File: src/rtl/display_scan_mux.sv
`default_nettype none
// ============================================================================
// Module   : display_scan_mux
// Brief    : Four-digit multiplexed display scanner with a blanking gap,
//            shadowed digits, leading-zero suppression and blinking.
// Revision : 1.0  initial release
// ============================================================================
module display_scan_mux #(
    parameter int SCAN_DIV  = 50000,
    parameter int BLANK_CYC = 16
) (
    input  logic       clk,
    input  logic       rst_n,
    input  logic [3:0] dig3,
    input  logic [3:0] dig2,
    input  logic [3:0] dig1,
    input  logic [3:0] dig0,
    input  logic       lz_blank,
    input  logic       blink_en,
    input  logic       blink_tick,
    output logic [3:0] bcd,
    output logic [3:0] an,
    output logic       colon,
    output logic       frame_start
);

    localparam int c_CW = (SCAN_DIV > 1) ? $clog2(SCAN_DIV) : 1;

    typedef enum logic [0:0] {
        ST_BLANK = 1'b0,
        ST_SHOW  = 1'b1
    } slot_state_t;

    logic            r_run;
    logic [c_CW-1:0] r_cnt;
    logic [1:0]      r_idx;
    logic [15:0]     r_shadow;
    logic            r_phase;
    logic [3:0]      r_bcd;
    logic [3:0]      r_an;
    logic            r_colon;
    logic            r_frame_start;

    logic [c_CW-1:0] w_cnt_nx;
    logic [1:0]      w_idx_nx;
    logic            w_load;
    logic            w_wrap;
    logic [15:0]     w_shadow_nx;
    logic            w_phase_nx;
    slot_state_t     w_state;
    logic [3:0]      w_an;
    logic [3:0]      w_bcd;
    logic            w_frame_start;

    // Outputs are registered from next-state values so they stay aligned
    // with the counter/index they describe.
    always_comb begin
        w_wrap   = (r_cnt == c_CW'(SCAN_DIV - 1));
        w_cnt_nx = r_cnt + c_CW'(1);
        w_idx_nx = r_idx;
        w_load   = 1'b0;
        if (!r_run) begin
            w_cnt_nx = '0;
            w_idx_nx = 2'd3;
            w_load   = 1'b1;
        end else if (w_wrap) begin
            w_cnt_nx = '0;
            w_idx_nx = r_idx - 2'd1;
            w_load   = (r_idx == 2'd0);
        end

        w_shadow_nx = w_load ? {dig3, dig2, dig1, dig0} : r_shadow;

        // A tick is honoured even on a slot wrap; dropping blink_en clears it.
        if (!blink_en)
            w_phase_nx = 1'b0;
        else if (blink_tick)
            w_phase_nx = ~r_phase;
        else
            w_phase_nx = r_phase;

        w_state = (w_cnt_nx < c_CW'(BLANK_CYC)) ? ST_BLANK : ST_SHOW;

        w_an = 4'b1111;
        if (w_state == ST_SHOW && !w_phase_nx) begin
            w_an[w_idx_nx] = 1'b0;
            if (w_idx_nx == 2'd3 && lz_blank && w_shadow_nx[15:12] == 4'd0)
                w_an[3] = 1'b1;
        end

        case (w_idx_nx)
            2'd3:    w_bcd = w_shadow_nx[15:12];
            2'd2:    w_bcd = w_shadow_nx[11:8];
            2'd1:    w_bcd = w_shadow_nx[7:4];
            default: w_bcd = w_shadow_nx[3:0];
        endcase

        w_frame_start = (w_cnt_nx == '0) && (w_idx_nx == 2'd3);
    end

    always_ff @(posedge clk or negedge rst_n) begin
        if (!rst_n) begin
            r_run         <= 1'b0;
            r_cnt         <= '0;
            r_idx         <= 2'd3;
            r_shadow      <= 16'h0000;
            r_phase       <= 1'b0;
            r_bcd         <= 4'b0000;
            r_an          <= 4'b1111;
            r_colon       <= 1'b1;
            r_frame_start <= 1'b0;
        end else begin
            r_run         <= 1'b1;
            r_cnt         <= w_cnt_nx;
            r_idx         <= w_idx_nx;
            r_shadow      <= w_shadow_nx;
            r_phase       <= w_phase_nx;
            r_bcd         <= w_bcd;
            r_an          <= w_an;
            r_colon       <= ~w_phase_nx;
            r_frame_start <= w_frame_start;
        end
    end

    assign bcd         = r_bcd;
    assign an          = r_an;
    assign colon       = r_colon;
    assign frame_start = r_frame_start;

endmodule
`default_nettype wire
File: config.mk
export PLATFORM = sky130hd
export DESIGN_NAME = display_scan_mux
export DESIGN_NICKNAME = d
export VERILOG_FILES = /design/src/rtl/display_scan_mux.sv
export SDC_FILE = /design/constraint.sdc
export NUM_CORES = 1
export LEC_CHECK = 0
export CORE_UTILIZATION = 35
export CTS_CLUSTER_DIAMETER = 100
export DETAILED_ROUTE_END_ITERATION = 16
export PLACE_DENSITY = 0.62
export SYNTH_ARGS = -nofsm -noshare
export SYNTH_HDL_FRONTEND = slang
export SYNTH_SLANG_ARGS = --single-unit
File: constraint.sdc
create_clock -name clk -period 3.62 [get_ports clk]
set_input_delay 0.362 -clock clk [delete_from_list [all_inputs] [get_ports clk]]
set_output_delay 0.362 -clock clk [all_outputs]
set_load 0.005 [all_outputs]
==> results of run 1 <==
## state kept, by name (all words and copies together) (netlist names)
signal / flops
r_cnt: 16
r_shadow: 16
an: 4
bcd: 4
r_idx: 2
colon: 1
frame_start: 1
r_phase: 1
r_run: 1
## worst max-delay path: stages, from the launching register on
cell and delay [ps]:
dfrtp_1 420, ha_1 310, and3_1 310, nand4_2 160, o21ai_4 580, mux2_2 420
o22ai_1 160, nor2_1 60
## cells by family (layout without fill, tap and decap cells)
family                   after synthesis  count (layout)
AO/OA/AOI/OAI                         23              23
XOR/XNOR                              15              15
adder cells (fa/ha/maj)                2               2
buffers and inverters                 16              45
flip-flops                            46              46
multiplexers                          19              19
other                                  1               1
AND/OR/NAND/NOR                       79              79
## layout make-up
cell class	instances	area, um2	area share
multi-input cells	139	1020	0.380
flip-flops and latches	46	1160	0.432
clock inverters	3	21.3	0.00791
inverters	7	26.3	0.00978
repair buffers	30	295	0.110
well taps	75	93.8	0.0349
clock buffers	5	68.8	0.0256
## cell usage after synthesis, drive strengths merged (4+ instances only)
library cell	number
dfrtp	39
nor2	23
mux2	16
nand2	15
xor2	10
nand3	8
nand4	8
o22ai	8
buf	7
dfstp	7
inv	7
nor4	6
and3	5
xnor2	5
o21ai	4
## through the flow
step / instance area [um2] / power (W)
floorplan: 2270 / 0.000618
global placement: 2600 / 0.000673
detailed placement: 2600 / 0.000674
CTS: 2690 / 0.000992
global route: 2690 / 0.00103
finish: 2690 / 0.000977
## final timing paths
check	start	to	slack, ps	cells after the start
worst max-delay path	r_cnt[0]	bcd[0]	1080	7
worst min-delay path	rst_n	r_cnt[14]	220	1
worst max register to register	r_cnt[0]	bcd[0]	1080	7
worst min register to register	r_shadow[11]	r_shadow[11]	500	1
max in group asynchronous	rst_n	r_phase	2770	1
min in group clk	r_shadow[11]	r_shadow[11]	500	1
## power breakdown
group | switching (W) | internal, W
registers | 0.0000143 | 0.000544
clock network | 0.000179 | 0.000136
logic | 0.0000439 | 0.0000606
total | 0.000237 | 0.000740
## metal layers
metal	wire length, um	GRT usage	up-vias
met4	44	0.0483	0
met1	2180	0.201	765
met2	1970	0.226	33
met3	147	0.0341	4
li1	-	-	768
met5	0	0	-
==> run metrics, run 1 <==
Setup CP Type=flop to flop; Area contributors post-synth=dfrtp_1 43%, dfstp_2 8.1%, mux2_4 5.3%, mux2_2 4.0%, xor2_1 3.9%; number of synthesized register bits=46; Placed Cells=297; gpl congestion=0.847; standby leakage power=1.14 nW; Post-CTS Setup Bufs=0; Tmin final=2540 ps; most frequent cells in the layout=39 x dfrtp_1, 29 x clkdlybuf4s50_1, 23 x nor2_1, 14 x nand2_1, 10 x xor2_1; first-pass GRT wire length=7.39 mm; worst vdd ir=0.000155 V; Post-Synthesis Cells=201; core footprint=6100 um2; Arrival @ worst endpoint=2730 ps; Place WS=1090 ps; Synth area leader=dfrtp_1; YS warnings=0; diode count=0; crit start category=flop; multiplexer share of the synthesized area=0.109; H-tree levels=2; Post-Layout Cell Count=305; number of nets in the layout=252; clk root buf=clkbuf_8; Util after Layout=0.441; largest family of logic cells by synthesized area=simple AND/OR/NAND/NOR gates; CTS max path bufs=2; syn_nets=224; sinks on the clock net=46; largest net degree at the start of global routing=47; Fin Clk Skew=6.51 ps; maxcap violations=0; HPWL after DPL=3.09 mm; Vias/cell=5.15; PwrDens=363 nW/um2; cts bufs inserted=5; Overall Global Routing Usage=0.146; Final ANT Viol Nets=0; status=finished, final reports clean; Min Hold Slack=223 ps; drt first-iter violations=71; crit-path max FO=18; Area growth syn-to-layout=18.3%; clock insertion delay at the later pin of the skew report=300 ps; TNS Setup=0 ps; Slew Viols, Final=0; unrepaired setup endpoints after global routing=false; count of unresolved DRC violations after routing=0; post-synth cell types=47; worst hold path type=input port to asynchronous set/reset pin; Die H=82.6 um; initial antenna violation count=0; die area=6810 um2; share of cells above drive strength 1=0.196; post-synthesis simple-gate area fraction=0.199; I/O Buffers=30; commonest non-fill, non-tap cell in the layout=dfrtp_1; Total Wirelength=4.35 mm; Initial Utilization=0.373; row cnt=28; TritonCTS clock tree=yes; final worst slack=1080 ps; Post-Syn Area=2270 um2; post-synthesis async set-or-reset flop share=1.00; routed vias=1570; Post-synth EDFFs=0; final hold viol count=0; Avg WL per Cell=14.2 um; Max-slew headroom=0.335; fillcell total=595; vias in the first global route=1562; hold buffers post-CTS=0; Detailed Routing Iterations Pass 1=4; Synth Area per Inst=11.3 um2; period utilization=0.702; Synth Area in Compound Gates=0.0711; Post-Synth XOR/XNOR Area=0.0579; worst slew pin tran=998 ps; fmax=394 MHz; Synth top area share=0.430; I/O pin cnt=31; CP Data Required Time=3810 ps; Die Wd=82.6 um; total gr overflow=0; Top FF cell, synth=dfrtp_1; sequential fraction of the synthesis area=0.511; CTS resizes=0; clk slew on worst S/H paths=90 ps; Final setup viols=0; Post-Synth Adder-Cell Area=0.0110; Crit. End Element=flop
Power figures use the tool's default switching activity.
==> run 2, diff against run 1 <==
--- a/config.mk
+++ b/config.mk
@@ -8,7 +8,7 @@
 export CORE_UTILIZATION = 35
 export CTS_CLUSTER_DIAMETER = 100
 export DETAILED_ROUTE_END_ITERATION = 16
-export PLACE_DENSITY = 0.62
+export PLACE_DENSITY = 0.64
 export SYNTH_ARGS = -nofsm -noshare
 export SYNTH_HDL_FRONTEND = slang
 export SYNTH_SLANG_ARGS = --single-unit
==> constraint.sdc (replaced) <==
create_clock -name clk -period 2.2 [get_ports clk]
set_input_delay 0.22 -clock clk [delete_from_list [all_inputs] [get_ports clk]]
set_output_delay 0.22 -clock clk [all_outputs]
set_load 0.005 [all_outputs]
==> run metrics, run 2 (synthesis gave the netlist of run 1 again) <==
Reg2Reg Capture Point=bcd[1]; I/O Buffers=30 (unchanged); core footprint=6100 um2 (unchanged); crit-path max FO=18 (unchanged); standby leakage power=1.22 nW (+7.0%); Util after Layout=0.462 (+0.0211); PwrDens=578 nW/um2 (+59%); commonest non-fill, non-tap cell in the layout=dfrtp_1; CTS max path bufs=2 (unchanged); worst vdd ir=0.000244 V (+57%); fillcell total=577 (-3.0%); final hold viol count=0 (unchanged); drt first-iter violations=77 (+8.5%); largest net degree at the start of global routing=29 (-38%); Vias/cell=5.03 (-2.4%); Die H=82.6 um (unchanged); crit path buf inv count=1 (+1); clk root buf=clkbuf_8; DP Area=2720 um2 (+4.5%); cts bufs inserted=5 (unchanged); CP Launch Point=r_cnt[1]; Tmin final=2050 ps (-490 ps); Post-CTS Setup Bufs=0 (unchanged); Critical path destination=bcd[1]; HPWL after DPL=3.41 mm (+10%); Slew Viols, Final=0 (unchanged); TNS Setup=0 ps (unchanged); Avg WL per Cell=14.2 um (-0.19%); initial antenna violation count=0 (unchanged); Setup CP Type=flop to flop; share of cells above drive strength 1=0.245 (+0.0492); Fin Clk Skew=3.66 ps (-2.85 ps); status=finished, final reports clean; Arrival @ worst endpoint=2250 ps (-480 ps); biggest regs=r_cnt x16, r_shadow x16; vias in the first global route=1603 (+2.6%); Crit path depth=8 (+1); Final setup viols=0 (unchanged); Total Wirelength=4.55 mm (+4.7%); Die Wd=82.6 um (unchanged); worst hold path type=input port to asynchronous set/reset pin; Overall Global Routing Usage=0.153 (+0.00687); CP Data Required Time=2400 ps (-1410 ps); fmax=488 MHz (+24%); slowest cell on the critical path=dfrtp_1; maxcap violations=0 (unchanged); row cnt=28 (unchanged); Final ANT Viol Nets=0 (unchanged); TritonCTS clock tree=yes; total gr overflow=0 (unchanged); critical-path cell list=ha_1, and3_2, nand4_2, o21ai_4, buf_12, mux2_2, o22ai_1, nor2_1; reg2reg path depth=8 (+1); family with the most delay on the worst path=simple AND/OR/NAND/NOR gates; FF-to-FF Start=r_cnt[1]; Final Instance Area=2820 um2 (+4.8%); crit start category=flop; diode count=0 (unchanged); sinks on the clock net=46 (unchanged); Crit. End Element=flop; first-pass GRT wire length=7.65 mm (+3.6%); Initial Utilization=0.373 (unchanged); slowest stage delay, CP=410 ps (-170 ps); gpl congestion=0.832 (-1.7%); Detailed Routing Iterations Pass 1=4 (unchanged); most frequent cells in the layout=39 x dfrtp_1, 29 x clkdlybuf4s50_1, 23 x nor2_1, 14 x nand2_1, 13 x buf_4; H-tree levels=2 (unchanged); flop-to-flop setup slack=150 ps (-930 ps); unrepaired setup endpoints after global routing=false; routed vias=1608 (+2.4%); period utilization=0.932 (+0.230); count of unresolved DRC violations after routing=0 (unchanged); clock insertion delay at the later pin of the skew report=300 ps (about the same); die area=6810 um2 (unchanged); clk slew on worst S/H paths=80 ps (about the same); number of nets in the layout=267 (+6.0%); Area growth syn-to-layout=24.0%; Max-slew headroom=0.586 (+0.251); I/O pin cnt=31 (unchanged); worst slew pin tran=621 ps (-377 ps)
[run 2: cell type report]
type	count	area [um2]	share of cell area
clock buffers	5	68.8	0.0244
clock inverters	3	21.3	0.00755
inverters	7	26.3	0.00933
multi-input cells	139	1020	0.363
flip-flops and latches	46	1160	0.412
well taps	75	93.8	0.0333
repair buffers	45	423	0.150
[run 2: timing repair]
item | CTS | global route
endpoints found under the hold margin | 19 | 0
endpoints found under the setup margin | 0 | 4
gates resized for setup | 0 | 1
hold buffers | 1 | 0
[run 2: worst min-delay path by stage]
stage | end | cells past startpoint | slack [ps]
6_report | r_cnt[6] | 2 | 460
5_1_grt | r_shadow[11] | 1 | 510
4_1_cts | r_shadow[6] | 2 | 480
3_5_place_dp | r_cnt[6] | 1 | 280
3_3_place_gp | r_cnt[6] | 1 | 270
2_1_floorplan | bcd[0] | 0 | -80
[run 2: per-layer routing]
metal / global-route usage / vias up / part of all wire / wire [um]
li1: - / 801 / - / -
met1: 0.222 / 775 / 0.52 / 2380
met2: 0.218 / 25 / 0.43 / 1960
met3: 0.0374 / 7 / 0.029 / 133
met4: 0.0569 / 0 / 0.016 / 74
met5: 0 / - / 0 / 0
[run 2: report_power, final]
part           internal, W  switching, W  total, W
clock             0.000223      0.000296  0.000519
combinational     0.000111     0.0000807  0.000192
sequential        0.000894     0.0000223  0.000917
total              0.00123      0.000399   0.00163
[run 2: through the flow]
step                      hold slack, ps  power [W]  instances  worst slack, ps
final                                459    0.00163        320              150
after global routing                 509    0.00171        320             8.32
after CTS                            480    0.00165        320              107
after detailed placement             281    0.00113        311              134
after global placement               272    0.00113        311              175
after floorplan                    -75.6    0.00102        201             64.3
==> variant 1 (flow settings as in run 2) <==
The parameter `SCAN_DIV` goes from 50000 to 200000.
--- a/src/rtl/display_scan_mux.sv
+++ b/src/rtl/display_scan_mux.sv
@@ -7,5 +7,5 @@
 // ============================================================================
 module display_scan_mux #(
-    parameter int SCAN_DIV  = 50000,
+    parameter int SCAN_DIV  = 200000,
     parameter int BLANK_CYC = 16
 ) (
Formal check against the unedited RTL: no difference found for any inputs over 10 cycles, from zero or initial values and one cycle with rst_n low; that may be too few to reach the edited logic, so the function may still have changed.
==> variant 1 against run 2 <==
  * The flow now finishes with violations (negative hold slack)
  * Synthesized area is 13% higher
  * Sequential cell count is 2 higher
  * Clock skew is 6.2 ps higher
  * Combinational power is 5% higher
  * Total power is 12% higher
  * Count of clock-buffer cells in the layout is 1 higher
  * Final area is 17% higher
  * Clock power is 29% higher
  * Highest routed layer unchanged
  * Sequential share of layout area is 4.5 points lower
  * Wire length is 21% higher
  * Core utilization is 1.3 points higher
  * Setup slack worse by 42 ps
  * Sequential power is 4.3% higher
==> variant 1: results (changes against run 2) <==
[sta]
whs_ps = -16.3  ; -475 ps
max_freq_ghz = 0.478  ; -2.0%
fin_skew_ps = 9.87  ; +6.21 ps
relSlewSlack = 0.606  ; +0.0203
finalHoldViolations = 13  ; +13

[drt]
drtIter0Drc = 88  ; +14%
wl_met3_um = 187  ; +41%
wl_met1_mm = 2.57  ; +7.8%
drt-total-wl_mm = 5.49  ; +21%
wl_met2_mm = 2.66  ; +36%
num_vias = 1994  ; +24%

[critical_path]
r2r-start = r_cnt[13]
cp_max_fo = 7  ; -11
setup.worst_path.end = bcd[2]
slowest_delay_ps = 430  ; +20 ps
worstPathArrival_ps = 2290  ; +40 ps
start_kind = flip-flop
rr_worst_depth = 7  ; -1

[place]
placed_cell_area_um2 = 3110  ; +15%
globalplace.congestion = 0.797  ; -4.2%
place_ws_ps = 41.1  ; -92.4 ps
dp_hpwl_mm = 3.93  ; +15%

[layout]
reg_top3 = r_cnt (18), r_shadow (16)
nets = 323  ; +21%
drive_above_1_share = 0.262  ; +0.0176

[grt]
grt_start_max_net_pins = 49  ; +69%
use_met2 = 0.246  ; +0.0276
grt_pass1_wl_mm = 9.07  ; +18%
met3_usage = 0.0330  ; -0.00437
use_met1 = 0.200  ; -0.0226
grtUsageTotal = 0.153  ; -0.000381

[outcome]
violations = negative hold slack
status = finished with violations

[yosys]
synth.distinct_cells = 52  ; +11%
synth_xor_area_frac = 0.0684  ; +0.0105
synthMuxAreaShare = 0.0840  ; -0.0251
syn_nets = 267  ; +19%
synth_fa_ha_area_frac = 0.00977  ; -0.00125
synthTopCellsByCount = dfrtp_1 (41), nor2_1 (28), nand2_1 (19)
ys_seq_area_frac = 0.472  ; -0.0386
yosys-top-cells-area = dfrtp_1 (40%), dfstp_2 (7.2%), mux2_2 (5.3%)
synth_compound_area_frac = 0.101  ; +0.0295

[power]
p_sw_frac = 0.223  ; -0.0214
powerDensity_nw_per_um2 = 554  ; -4.2%
vdd_ir_drop_max_mv = 0.245  ; +0.50%
power.leakage_nw = 1.42  ; +17%
combPwrFrac = 0.110  ; -0.008
clkPwrFrac = 0.367  ; +0.048

[variant 1: cell count changes after synthesis, sizes merged, moves of 5 or more]
cell	run 2	this run
xnor2	5	11
nor2	23	28
mux2i	3	8
and3	5	0
inv	7	12
o22ai	8	0
[variant 1: area by class of cell]
class	count	area, um2
well taps	96	120
inverters	12	45.0
multi-input cells	173	1280
repair buffers	60	524
clock inverters	2	38.8
flip-flops and latches	48	1210
fillers	662	3640
clock buffers	6	82.6
[variant 1: stage by stage]
step                std cells  hold WS [ps]
floorplan                 244         -75.6
finish                    397         -16.3
detailed placement        385           363
global route              397          51.3
global placement          385           356
CTS                       393          22.0
[variant 1: what timing repair did]
item                                    in CTS  in global routing
buffers inserted                             0                  4
endpoints found under the setup margin       0                  9
hold buffers                                 0                  0
gates resized for setup                      0                 11
[variant 1: logic make-up after synthesis]
family | count (synthesis)
fa+ha+maj | 2
simple gates | 100
flops | 48
other cells | 1
compound gates | 30
xor+xnor | 20
mux | 20
buf+inv | 23
==> variant 2 (config.mk and constraints of run 2) <==
Made on the original files. Remove the register `r_an`: a continuous assignment takes its place, so the output `an` follows one clock earlier.
--- a/src/rtl/display_scan_mux.sv
+++ b/src/rtl/display_scan_mux.sv
@@ -107,5 +107,4 @@
             r_phase       <= 1'b0;
             r_bcd         <= 4'b0000;
-            r_an          <= 4'b1111;
             r_colon       <= 1'b1;
             r_frame_start <= 1'b0;
@@ -117,9 +116,10 @@
             r_phase       <= w_phase_nx;
             r_bcd         <= w_bcd;
-            r_an          <= w_an;
             r_colon       <= ~w_phase_nx;
             r_frame_start <= w_frame_start;
         end
     end
+
+    assign r_an = w_an;
 
     assign bcd         = r_bcd;
Check against the original RTL: no difference found for any inputs over 10 cycles, from zero or initial values and one cycle with rst_n low; that may be too few to reach the edited logic, so the function may still have changed.
==> variant 2 against run 2 <==
  * The run now ends with negative setup slack left
  * Final area up 7.6%
  * Final cell count up 11%
  * Die area shrank 4.5%
  * First-iteration DRC count up 9.1%
  * Clock skew grew 0.84 ps
  * Global-route usage up 1.9 points
  * Total power is 3.7% lower
  * Wire length up 10%
  * Largest cell class is now multi-input gates
  * Critical endpoint is now an[2]
  * Critical path depth is 1 higher
  * Synthesized area shrank 4.6%
  * Via count rose by 10%
  * Setup slack worse by 350 ps
  * Sequential cell count fell by 4
==> variant 2: results (changes against run 2) <==
[grt]
use_met2 = 0.267  ; +0.0488
met3_usage = 0.0341  ; -0.00327
grt_start_max_net_pins = 27  ; -6.9%
use_met1 = 0.233  ; +0.0107
grt_pass1_vias = 1788  ; +12%
grtUsageTotal = 0.172  ; +0.0192
grt_pass1_wl_mm = 8.40  ; +9.7%

[hold_path]
hold_class = in2async

[power]
vdd_ir_drop_max_mv = 0.457  ; +87%
pg_comb_uw = 206  ; +7%
clkPwrFrac = 0.332  ; +0.013
combPwrFrac = 0.131  ; +0.013
p_sw_frac = 0.238  ; -0.00721
power.leakage_nw = 1.37  ; +12%

[sta]
setup-tns-final_ps = -957  ; -957 ps
setup_viol = 9  ; +9
setup_ws_ps = -197  ; -347 ps
whs_ps = 358  ; -101 ps
fin_skew_ps = 4.51  ; +0.841 ps

[layout]
drive_above_1_share = 0.380  ; +0.135
nets = 301  ; +13%
post_layout_nonfiller_instances = 354  ; +11%

[clocking]
numCtsBuffers = 5  ; unchanged
root_buffer = clkbuf_8
cts.clk_slew.worst_paths_ps = 80  ; about the same

[place]
place_ws_ps = -244  ; -377 ps
dp_hpwl_mm = 3.68  ; +7.8%
dp_cells = 338  ; +8.7%
port_buffers = 30  ; unchanged
globalplace.congestion = 0.816  ; -2.0%
placed_cell_area_um2 = 2830  ; +4.2%

[drt]
via_per_inst = 5.02  ; -0.16%
wl_met2_mm = 2.35  ; +20%
dr.pass1.iters = 4  ; unchanged
drt-total-wl_mm = 5.01  ; +10%
wl_met1_mm = 2.40  ; +0.76%
drtIter0Drc = 84  ; +9.1%
wl_met3_um = 179  ; +35%

[outcome]
status = finished with violations
violations = negative setup slack

[yosys]
yosys-top-cells-area = dfrtp_1 (45%), mux2_4 (5.5%), mux2_2 (4.2%)
syn_nets = 220  ; -1.8%
synth.distinct_cells = 47  ; unchanged
ys_seq_area_frac = 0.487  ; -0.0237
yosysWarnings = 0  ; unchanged
ys_async_sr_fraction = 1.00  ; unchanged
synth-main-ff-cell = dfrtp_1
syn_inst = 197  ; -2.0%

[critical_path]
reg2reg_slack_ps = -70  ; -220 ps
cp_max_fo = 5  ; -13
rr_worst_depth = 10  ; +2
worstPathArrival_ps = 2180  ; -70 ps
crit_path_start = r_cnt[0]
worstReg2RegEnd = bcd[1]
slowest_delay_ps = 400
setup.worst_path.end = an[2]

-- variant 2: cell types whose count changed after synthesis --
cell     change
dfstp_2      -4
-- variant 2: cell type report --
| type | instances | area (um2) |
|---|---|---|
| fill | 542 | 2920 |
| timing repair buffer | 83 | 694 |
| sequential | 42 | 1060 |
| clock inverter | 2 | 12.5 |
| multi-input combinational | 139 | 1060 |
| clock buffer | 6 | 82.6 |
| inverter | 7 | 26.3 |
| tap | 75 | 93.8 |
-- variant 2: cell families (layout without fill, tap and decap cells) --
kind of cell	Yosys count	in the layout	synth area share
DFF	42	42	0.487
AOI/OAI and AO/OA	23	23	0.0745
muxes	19	19	0.114
and+or+nand+nor	79	79	0.209
adders and majority gates	2	2	0.0116
buffers and inverters	16	98	0.0410
xor gates and xnor gates	15	15	0.0607
other	1	1	0.00173
-- variant 2: what timing repair did --
action	in CTS	in global routing
hold buffers	1	0
gates resized for setup	24	9
gates cloned	0	0
endpoints found under the setup margin	8	9
setup buffers	3	4
pin swaps	6	7
endpoints found under the hold margin	15	0
